--- src/rtl/input_frame_loader_pkg.sv ---
// Shared constants and types for the convolution front end: frame geometry,
// loader FSM encoding and ui_in button bit positions.
package conv_pkg;

  localparam int unsigned ROWS    = 6;
  localparam int unsigned COLS    = 6;
  localparam int unsigned FRAME_W = ROWS * COLS;

  localparam int unsigned LOAD_BTN = 6;
  localparam int unsigned GO_BTN   = 7;

  typedef enum logic [1:0] {
    IDLE = 2'd0,
    FILL = 2'd1,
    FULL = 2'd2,
    SEND = 2'd3
  } loader_state_t;

endpackage

--- src/rtl/input_frame_loader_if.sv ---
// Valid/ready frame channel between the input loader and the convolution layer.
interface input_frame_loader_if;
  import conv_pkg::*;

  logic [FRAME_W-1:0] frame_data;
  logic               frame_valid;
  logic               frame_ready;

  modport master (output frame_data, output frame_valid, input frame_ready);
  modport slave  (input frame_data, input frame_valid, output frame_ready);

endinterface

--- src/rtl/input_frame_loader_button.sv ---
// Button conditioner: 2-flop synchronizer, debounce counter and a one-cycle
// pulse on the rising edge of the debounced level.
module button_conditioner #(
  parameter int unsigned DEBOUNCE_CYCLES = 16
) (
  input  logic clk,
  input  logic rst,
  input  logic btn,
  output logic pulse
);

  logic       sync1, sync2;
  logic       level, level_q;
  logic [7:0] cnt;

  always_ff @(posedge clk) begin
    if (rst) begin
      sync1   <= 1'b0;
      sync2   <= 1'b0;
      level   <= 1'b0;
      level_q <= 1'b0;
      cnt     <= '0;
    end else begin
      sync1   <= btn;
      sync2   <= sync1;
      level_q <= level;
      if (sync2 == level) begin
        cnt <= '0;
      end else if (cnt == 8'(DEBOUNCE_CYCLES - 1)) begin
        // The increment that would reach DEBOUNCE_CYCLES commits the new level instead.
        level <= sync2;
        cnt   <= '0;
      end else begin
        cnt <= cnt + 8'd1;
      end
    end
  end

  // Combinational edge detect keeps press latency at DEBOUNCE_CYCLES+3 edges.
  assign pulse = level & ~level_q;

endmodule

--- src/rtl/input_frame_loader.sv ---
// Input frame loader: conditions load/go buttons, assembles six 6-bit rows
// into a 36-bit frame and offers it downstream over valid/ready.
module input_frame_loader #(
  parameter int unsigned DEBOUNCE_CYCLES = 16,
  parameter int unsigned ROWS            = conv_pkg::ROWS,
  parameter int unsigned COLS            = conv_pkg::COLS
) (
  input  logic                        clk,
  input  logic                        rst,
  input  logic [7:0]                  ui_in,
  input_frame_loader_if.master        frame,
  output logic [2:0]                  row_count,
  output logic                        loading,
  output logic                        overflow_err,
  output logic                        short_err
);
  import conv_pkg::*;

  localparam logic [2:0] LAST_ROW = 3'(ROWS - 1);

  logic               load_p, go_p;
  logic [COLS-1:0]    row_s1, row_s2;
  loader_state_t      state;
  logic [FRAME_W-1:0] frame_q;

  button_conditioner #(.DEBOUNCE_CYCLES(DEBOUNCE_CYCLES)) u_load_btn (
    .clk   (clk),
    .rst   (rst),
    .btn   (ui_in[LOAD_BTN]),
    .pulse (load_p)
  );

  button_conditioner #(.DEBOUNCE_CYCLES(DEBOUNCE_CYCLES)) u_go_btn (
    .clk   (clk),
    .rst   (rst),
    .btn   (ui_in[GO_BTN]),
    .pulse (go_p)
  );

  always_ff @(posedge clk) begin
    if (rst) begin
      row_s1 <= '0;
      row_s2 <= '0;
    end else begin
      row_s1 <= ui_in[COLS-1:0];
      row_s2 <= row_s1;
    end
  end

  // Load has priority over go in every state; go in the same cycle is dropped.
  always_ff @(posedge clk) begin
    if (rst) begin
      state        <= IDLE;
      frame_q      <= '0;
      row_count    <= '0;
      overflow_err <= 1'b0;
      short_err    <= 1'b0;
    end else begin
      case (state)
        IDLE: begin
          if (load_p) begin
            frame_q[COLS-1:0] <= row_s2;
            row_count         <= 3'd1;
            state             <= FILL;
          end else if (go_p) begin
            short_err <= 1'b1;
          end
        end
        FILL: begin
          if (load_p) begin
            frame_q[int'(row_count)*COLS +: COLS] <= row_s2;
            row_count <= row_count + 3'd1;
            if (row_count == LAST_ROW) state <= FULL;
          end else if (go_p) begin
            short_err <= 1'b1;
          end
        end
        FULL: begin
          if (load_p) begin
            overflow_err <= 1'b1;
          end else if (go_p) begin
            state <= SEND;
          end
        end
        SEND: begin
          if (load_p) overflow_err <= 1'b1;
          if (frame.frame_ready) begin
            frame_q   <= '0;
            row_count <= '0;
            state     <= IDLE;
          end
        end
        default: state <= IDLE;
      endcase
    end
  end

  assign frame.frame_data  = frame_q;
  assign frame.frame_valid = (state == SEND);
  assign loading           = (state == FILL);

endmodule

--- src/flat_wrapper.sv ---
// flat-port wrapper written by rule: the top's interface ports become plain ports
module input_frame_loader_flat import conv_pkg::*;
#(
  parameter int unsigned DEBOUNCE_CYCLES = 16,
  parameter int unsigned ROWS            = conv_pkg::ROWS,
  parameter int unsigned COLS            = conv_pkg::COLS
)
  (clk, rst, ui_in, row_count, loading, overflow_err, short_err, frame_frame_data, frame_frame_valid, frame_frame_ready);
  input_frame_loader_if frame_i ();
  input  logic clk;
  input  logic rst;
  input  logic [7:0] ui_in;
  output logic [2:0] row_count;
  output logic loading;
  output logic overflow_err;
  output logic short_err;
  output wire logic [$bits(frame_i.frame_data)-1:0] frame_frame_data;
  output wire logic [$bits(frame_i.frame_valid)-1:0] frame_frame_valid;
  input wire logic [$bits(frame_i.frame_ready)-1:0] frame_frame_ready;
  assign frame_frame_data = frame_i.frame_data;
  assign frame_frame_valid = frame_i.frame_valid;
  assign frame_i.frame_ready = frame_frame_ready;
  input_frame_loader #(.DEBOUNCE_CYCLES(DEBOUNCE_CYCLES), .ROWS(ROWS), .COLS(COLS)) u_core (.clk(clk), .rst(rst), .ui_in(ui_in), .frame(frame_i), .row_count(row_count), .loading(loading), .overflow_err(overflow_err), .short_err(short_err));
endmodule
--- config.mk ---
export PLATFORM = sky130hd
export DESIGN_NAME = input_frame_loader_flat
export DESIGN_NICKNAME = d
export VERILOG_FILES = /design/src/rtl/input_frame_loader_pkg.sv /design/src/rtl/input_frame_loader_if.sv /design/src/rtl/input_frame_loader_button.sv /design/src/rtl/input_frame_loader.sv /design/src/flat_wrapper.sv
export SDC_FILE = /design/constraint.sdc
export NUM_CORES = 1
export LEC_CHECK = 0
export CAP_MARGIN = 20
export CORE_UTILIZATION = 55
export DETAILED_ROUTE_END_ITERATION = 10
export GPL_TIMING_DRIVEN = 0
export HOLD_SLACK_MARGIN = 0.05
export PLACE_DENSITY = 0.77
export SLEW_MARGIN = 20
export SYNTH_ARGS = -nofsm -noshare
export SYNTH_HDL_FRONTEND = slang
export SYNTH_SLANG_ARGS = --single-unit
--- constraint.sdc ---
create_clock -name clk -period 4.5 [get_ports clk]
set_clock_uncertainty 0.2 [all_clocks]
set_input_delay 0.9 -clock clk [delete_from_list [all_inputs] [get_ports clk]]
set_output_delay 0.9 -clock clk [all_outputs]
set_load 0.01 [all_outputs]
==> key figures, run 1 <==
Global route
  – Grt total ovfl: 0
  – First-pass GRT wire length: 18,710 microns
  – Initial antenna violation count: 0
  – Number of global-route vias before repair: 3,677
  – GRT Max-Usage Layer: met2
  – Routing usage on met3: 0.07018
  – Largest net degree at the start of global routing: 17
  – Global Route Usage Sum: 0.3165
  – GRT met1 Usage: 0.4127
  – Global Route met2 Usage: 0.5231

Critical path
  – Worst Path Required: 4.58 ns
  – CP delay by family, top: simple AND/OR/NAND/NOR gates
  – Highest-delay cell along the critical path: dfxtp_1
  – Crit path buf inv count: 2
  – CP Class: reg -> reg
  – CP peak stage delay: 0.47 ns
  – Flop2flop setup slack: 0.46 ns
  – CP most frequent cell: ha_1
  – Max FO, Critical Path: 10
  – Critical Path Sink Type: flip-flop
  – Cells along the critical path: ha_1 -> fa_1 -> buf_2 -> xor2_2 -> nor3b_1 -> ha_1 -> clkbuf_1 -> o31ai_2 -> nor3_2 -> nor3b_2 -> mux2i_1
  – CP Depth: 11
  – Worst path arrival time: 4.12 ns
  – Path depth of the worst reg2reg path: 11
  – Crit start category: flip-flop

STA
  – Final Hold Vio Count: 0
  – Max-slew headroom: 0.4962
  – Setup WS post-layout: 0.4573 ns
  – Worst slew pin tran: 0.7479 ns
  – Final setup vio count: 0
  – Setup TNS: 0 ns
  – Part of the cycle the worst path needs: 0.8984
  – Tmin final: 4.043 ns
  – Fmax: 0.2474 GHz
  – Slew Viols, Final: 0
  – RSZ-0062 raised after global routing: no

Clock network
  – Clk sinks: 79
  – Setup Buffers After CTS: 0
  – Post-CTS Resized: 0
  – TritonCTS clock tree: done
  – H-tree level count: 3
  – Clk slew on worst S/H paths: 0.09 ns
  – CTS Hold Bufs: 0
  – Root buf cell: clkbuf_8
  – Worst skew pair latency: 0.36 ns
  – Max Root-Sink Buffers: 2
  – TritonCTS buffer count: 9

Run
  – MaxCap Viol Count: 0

Synthesis
  – Post-Syn Area: 4153 sq um
  – Post-Synthesis Cells: 501
  – Synth unique cells: 61
  – Post-synth top area share: 0.3808
  – EDFF count, synth: 0
  – Post-synthesis sequential area ratio: 0.3808
  – Synth area leader: dfxtp_1
  – Synth Warn #: 0
  – Synth Register Bits: 79
  – Synth area leaders: dfxtp_1, nor2_1, nand2_1
  – Syn Area/Cell: 8.289 sq um
  – Top FF cell, synth: dfxtp_1
  – FFs w/ async S/R, synth: 0
  – Syn Nets: 526

Route
  – Final wirelength: 12,050 microns
  – Drc violations: 0
  – Via/cell ratio: 6.021
  – Wire per inst: 18.01 microns
  – Initial DRC count: 353
  – Routed Antenna Nets: 0
  – Drt pass-1 iters: 6
  – Via Count: 4,028

Power and ir drop
  – Logic pwr share: 0.396
  – Psw: 860.2 uW
  – Clock power share: 0.243
  – Sw Ratio: 0.4222
  – Int Pwr: 1177 uW
  – Sequential share of power: 0.360
  – VDD IR-drop max: 0.0002317 V
  – Static Leak: 0.001708 uW
  – P per Cell Area: 408.2 nW/um^2

Finish
  – Design Area, Final: 4991 sq um
  – Commonest non-fill, non-tap cell in the layout: dfxtp_1
  – Syn-to-layout area delta: 20.19%
  – Layout net count: 590
  – # diodes: 0
  – Most frequent cells in the layout: dfxtp_1, nor2_1, clkdlybuf4s50_1
  – Post-Layout Cell Count: 669
  – Layout cells sized above 1: 0.07368

Floorplan
  – Die Ht: 88.90 microns
  – Die Area: 7902 sq um
  – I/O pin total: 54
  – Die width: 88.90 microns
  – Initial Util: 0.5695
  – Area of the core: 7292 sq um
  – # rows: 31

Status
  – Status: complete, no violations

Placement
  – PortBufs: 53
  – Detailed placer's ending HPWL: 9028 microns
  – GP Congestion: 0.9716
  – Post-Place Cells: 653
  – Post-Place Setup Slack: 0.5544 ns
  – Placed cell areas: 4807 sq um

Hold path
  – Hold depth: 1
  – HP Class: reg -> reg
-- worst register-to-register path: stages, from the launching register on --
cell	delay [ns]
dfxtp_1	0.47
ha_1	0.40
fa_1	0.22
buf_2	0.26
xor2_2	0.29
nor3b_1	0.12
ha_1	0.30
clkbuf_1	0.38
o31ai_2	0.26
nor3_2	0.46
nor3b_2	0.37
mux2i_1	0.22
-- final timing paths --
check	startpoint	end
hold reg to reg	u_core.row_s1[3]	u_core.row_s2[3]
setup / recovery	u_core.row_count[1]	u_core.frame.frame_data[32]
setup reg to reg	u_core.row_count[1]	u_core.frame.frame_data[32]
hold / removal	u_core.row_s1[3]	u_core.row_s2[3]
-- kinds of logic (layout without fill, tap and decap cells) --
logic type | Yosys count | after routing | synth area share
DFF | 79 | 79 | 0.3808
adders and majority gates | 14 | 14 | 0.04399
muxes | 16 | 16 | 0.03917
and+or+nand+nor | 222 | 222 | 0.2676
buffers and inverters | 40 | 109 | 0.03887
AOI/OAI and AO/OA | 110 | 110 | 0.1838
xor gates and xnor gates | 20 | 20 | 0.04580
-- power by group through the flow --
stage / Combinational, uW / Clock [uW] / Sequential, uW
floorplan: 540 / 0 / 747
global placement: 760 / 0 / 749
detailed placement: 770 / 0 / 750
CTS: 775 / 504 / 734
global route: 862 / 530 / 737
finish: 807 / 496 / 734
-- state kept, by name, summed over array words and instances (netlist names) --
name	count
u_core.row_count	3
u_core.state	2
u_core.u_go_btn.cnt	8
u_core.row_s1	6
u_core.overflow_err	1
u_core.u_load_btn.level	1
u_core.u_load_btn.sync2	1
u_core.u_go_btn.sync1	1
u_core.u_load_btn.cnt	8
u_core.short_err	1
u_core.u_go_btn.sync2	1
u_core.row_s2	6
u_core.u_load_btn.level_q	1
u_core.u_load_btn.sync1	1
u_core.frame.frame_data	36
u_core.u_go_btn.level	1
u_core.u_go_btn.level_q	1
-- layer usage --
layer,up-vias,wire [microns]
met5,-,0
met4,0,285
met3,23,779
met2,192,5720
met1,1898,5267
li1,1915,-
-- cells in the mapped netlist, types with 3 or more instances --
library cell and count:
xor2_1 10, buf_2 9, nand2_1 52, o22ai_1 5, nor3_1 12, a21o_1 5, o2bb2ai_1 4, a31oi_1 3
or2_2 3, nand4_1 6, nand2b_1 6, clkbuf_1 17, a21boi_0 3, xnor2_1 8, nor2_1 57, ha_1 13
nor3b_1 3, inv_1 13, mux2i_1 14, a211oi_1 6, dfxtp_1 79, and2_1 3, o32ai_1 4, and3_1 4
nand3b_1 5, or3_1 6, nor2b_1 26, a311oi_1 3, o21ai_0 18, a21oi_1 30, nand3_1 27, a32o_1 5
nor3_2 3
-- layout make-up --
class / count / area (sq um)
tap: 99 / 123.9
sequential: 79 / 1582
clock inverter: 7 / 60.06
buffer: 27 / 112.6
fill: 634 / 2301
clock buffer: 9 / 123.9
timing repair buffer: 53 / 530.5
inverter: 13 / 48.80
multi-input combinational: 382 / 2410
-- per-stage QoR --
stage | hold slack (ns) | utilization | power [uW]
after floorplan | 0.2138 | - | 1287
after global placement | 0.2166 | 0.6592 | 1509
after detailed placement | 0.2264 | 0.6592 | 1520
after CTS | 0.2369 | 0.6845 | 2013
after global routing | 0.2533 | 0.6845 | 2130
final | 0.2398 | 0.6845 | 2037
No activity file was read; power rests on OpenSTA's default activity.
==> run 2, diff against run 1 <==
--- a/config.mk
+++ b/config.mk
@@ -12,5 +12,4 @@
 export HOLD_SLACK_MARGIN = 0.05
 export PLACE_DENSITY = 0.77
-export SLEW_MARGIN = 20
 export SYNTH_ARGS = -nofsm -noshare
 export SYNTH_HDL_FRONTEND = slang
==> constraint.sdc (replaced) <==
create_clock -name clk -period 4.5 [get_ports clk]
set_clock_uncertainty 0.2 [all_clocks]
set_input_delay 0.675 -clock clk [delete_from_list [all_inputs] [get_ports clk]]
set_output_delay 0.675 -clock clk [all_outputs]
set_load 0.01 [all_outputs]
==> results of run 2 <==
Same layout as run 1: the final DEF is identical, and so are final timing and power.
==> run 3, diff against run 2 <==
ABC_AREA = 1   (was unset)
PLACE_DENSITY = 0.76   (was 0.77)
==> run 3 against run 2 <==
Net effect: first-iteration DRC count shrank 8.8%; total power increased by 22%; design area grew 1.3%; critical path depth grew 7; worst setup slack improved by 0.41 ns; fmax grew 11%; highest routed layer unchanged; critical endpoint is now u_core.frame.frame_data[26].
==> key figures, run 3 <==
Status
  – Status: complete, no violations

STA
  – Fmax: 0.2756 GHz (+11%)
  – Final setup vio count: 0 (unchanged)
  – Setup WS post-layout: 0.8715 ns (+0.4142 ns)
  – Slew Viols, Final: 0 (unchanged)
  – Tmin final: 3.629 ns (-0.4142 ns)
  – Max-slew headroom: 0.5282 (+0.03205)
  – RSZ-0062 raised after global routing: no
  – Part of the cycle the worst path needs: 0.8063 (-0.09205)
  – Setup TNS: 0 ns (unchanged)
  – WHS: 0.2080 ns (-0.03179 ns)
  – Worst slew pin tran: 0.7077 ns (-0.04017 ns)
  – Final Hold Vio Count: 0 (unchanged)

Floorplan
  – Die Ht: 89.30 microns (+0.46%)
  – # rows: 31 (unchanged)
  – Initial Util: 0.5748 (+0.005319)
  – Die Area: 7974 sq um (+0.91%)
  – I/O pin total: 54 (unchanged)
  – Area of the core: 7292 sq um (unchanged)
  – Die width: 89.30 microns (+0.46%)

Critical path
  – Critical Path Sink Type: flip-flop
  – CP most frequent cell: nand2_1
  – CP Depth: 18 (+7)
  – CP peak stage delay: 0.52 ns (+0.05 ns)
  – Crit start category: flip-flop
  – Crit path buf inv count: 5 (+3)
  – Cells along the critical path: ha_1 -> fa_1 -> inv_1 -> nand2_1 -> inv_1 -> nand2_1 -> inv_1 -> ha_1 -> clkbuf_1 -> nand2_1 -> inv_2 -> nand2_1 -> nor2_2 -> nand3_1 -> nand2_1 -> nand2_1 -> o21ai_0 -> nor2_1
  – Max FO, Critical Path: 8 (-2)
  – Reg2reg end: u_core.frame.frame_data[26]
  – Flop2flop setup slack: 0.87 ns (+0.41 ns)
  – Highest-delay cell along the critical path: fa_1
  – Worst Path Required: 4.51 ns (-0.07 ns)
  – CP delay by family, top: simple AND/OR/NAND/NOR gates
  – Critical Path Sink: u_core.frame.frame_data[26]
  – Worst r2r src: u_core.row_count[1]
  – CP Class: reg -> reg
  – Crit. Startpoint: u_core.row_count[1]
  – Path depth of the worst reg2reg path: 18 (+7)
  – Worst path arrival time: 3.64 ns (-0.48 ns)

Power and ir drop
  – VDD IR-drop max: 0.0003074 V (+33%)
  – Total power: 2477 uW (+22%)
  – P per Cell Area: 489.9 nW/um^2 (+20%)
  – Static Leak: 0.002055 uW (+20%)

Global route
  – Grt total ovfl: 0 (unchanged)
  – Global Route Usage Sum: 0.3110 (-0.005437)
  – Initial antenna violation count: 0 (unchanged)
  – Number of global-route vias before repair: 3,992 (+8.6%)
  – First-pass GRT wire length: 18,620 microns (-0.44%)
  – Largest net degree at the start of global routing: 14 (-3)

Synthesis
  – Syn Nets: 645 (+23%)
  – Most instantiated cells after synthesis: nand2_1, nor2_1, dfxtp_1
  – FFs w/ async S/R, synth: 0 (unchanged)
  – Post-Syn Area: 4192 sq um (+0.93%)
  – Post-synthesis sequential area ratio: 0.3773 (-0.003524)
  – Synth area leader: dfxtp_1
  – Synth Register Bits: 79 (unchanged)
  – Post-synth top area share: 0.3773 (-0.003524)
  – Synth unique cells: 38 (-38%)
  – Syn Area/Cell: 6.761 sq um (-18%)
  – Post-Synthesis Cells: 620 (+24%)
  – EDFF count, synth: 0 (unchanged)
  – Top FF cell, synth: dfxtp_1
  – Count leader, synth: nand2_1
  – Synth area leaders: dfxtp_1, nand2_1, nor2_1
  – Synth Warn #: 0 (unchanged)

Clock network
  – Clk sinks: 79 (unchanged)
  – Root buf cell: clkbuf_8
  – TritonCTS buffer count: 9 (unchanged)
  – H-tree level count: 3 (unchanged)
  – Post-CTS Resized: 0 (unchanged)
  – Clk slew on worst S/H paths: 0.09 ns (about the same)
  – TritonCTS clock tree: done
  – Worst skew pair latency: 0.35 ns (about the same)
  – Setup Buffers After CTS: 0 (unchanged)
  – CTS Hold Bufs: 0 (unchanged)
  – Max Root-Sink Buffers: 2 (unchanged)

Hold path
  – HP Class: reg -> reg

Run
  – MaxCap Viol Count: 0 (unchanged)

Route
  – Via/cell ratio: 5.570 (-7.5%)
  – Initial DRC count: 322 (-8.8%)
  – Drt pass-1 iters: 5 (-1)
  – Final wirelength: 11,920 microns (-1.1%)
  – Drc violations: 0 (unchanged)
  – Via Count: 4,378 (+8.7%)
  – Wire per inst: 15.16 microns (-16%)
  – Routed Antenna Nets: 0 (unchanged)

Finish
  – Layout net count: 708 (+20%)
  – # diodes: 0 (unchanged)
  – Syn-to-layout area delta: 20.63%
  – Layout cells sized above 1: 0.07715 (+0.003463)
  – Most frequent cells in the layout: nand2_1, nor2_1, dfxtp_1
  – Post-Layout Cell Count: 786 (+17%)
  – Number of flip-flops in the largest register: 36 (unchanged)
  – Commonest non-fill, non-tap cell in the layout: nand2_1

Placement
  – Post-Place Cells: 771 (+18%)
  – Post-Place Setup Slack: 0.9757 ns (+0.4214 ns)
  – PortBufs: 52 (-1.9%)
  – Detailed placer's ending HPWL: 9044 microns (+0.19%)
  – GP Congestion: 1.015 (+4.4%)
==> run 3: cell count changes in the layout (fill, tap and decap cells not counted), moves of 13 or more <==
cell | previous run | this run
inv_1 | 13 | 76
nand3_1 | 27 | 53
a21oi_1 | 30 | 60
mux2i_1 | 14 | 0
nor2b_1 | 26 | 0
o21ai_0 | 18 | 31
nand2_1 | 52 | 121
nor2_1 | 57 | 82
==> run 3: layout make-up <==
cell class / count / area [sq um]
fill: 639 / 2236
inverter: 86 / 327.8
tap: 99 / 123.9
timing repair buffer: 52 / 520.5
clock buffer: 10 / 137.6
sequential: 79 / 1582
clock inverter: 5 / 82.58
multi-input combinational: 438 / 2201
buffer: 17 / 81.33
==> run 3: worst min-delay path by stage <==
stage	start	endpoint	cells after the start
3_3_place_gp	u_core.row_s1[3]	u_core.row_s2[3]	2
6_report	u_core.row_s1[5]	u_core.row_s2[5]	2
4_1_cts	u_core.row_s1[5]	u_core.row_s2[5]	2
3_5_place_dp	u_core.row_s1[5]	u_core.row_s2[5]	2
5_1_grt	u_core.row_s1[0]	u_core.row_s2[0]	2
2_1_floorplan	u_core.row_s1[0]	u_core.row_s2[0]	2
==> run 3: where the power goes <==
group          internal (uW)  total (uW)  switching (uW)
Clock                    324         588             264
Sequential               736         766            30.0
Combinational            306        1120             817
Total                   1370        2480            1110
==> run 3: per-layer routing <==
metal	track usage	vias to the layer above	wire length, microns
li1	-	2158	-
met1	0.4042	2021	5305
met2	0.5219	173	5604
met3	0.04617	26	761
met4	0.1212	0	248
met5	0	-	0
==> run 3: logic make-up (layout without fill, tap and decap cells) <==
logic type | count (synthesis) | after routing | synth area share
adder cells (fa/ha/maj) | 14 | 14 | 0.04358
flip-flops | 79 | 79 | 0.3773
AND/OR/NAND/NOR | 314 | 314 | 0.3376
AO/OA/AOI/OAI | 107 | 107 | 0.1376
buffers and inverters | 103 | 170 | 0.09761
XOR/XNOR | 3 | 3 | 0.006270
==> run 3: per-stage QoR <==
step,cell area [sq um],utilization
3_5_place_dp,4836,0.6632
5_1_grt,5056,0.6934
3_3_place_gp,4836,0.6632
2_1_floorplan,4192,-
6_report,5056,0.6934
4_1_cts,5056,0.6934
==> run 3: worst min-delay path: cells and delay by family, from the launching register on <==
family        cells  cell delay (ns)
simple gates      1             0.03
flops             1             0.31
buf+inv           1             0.04
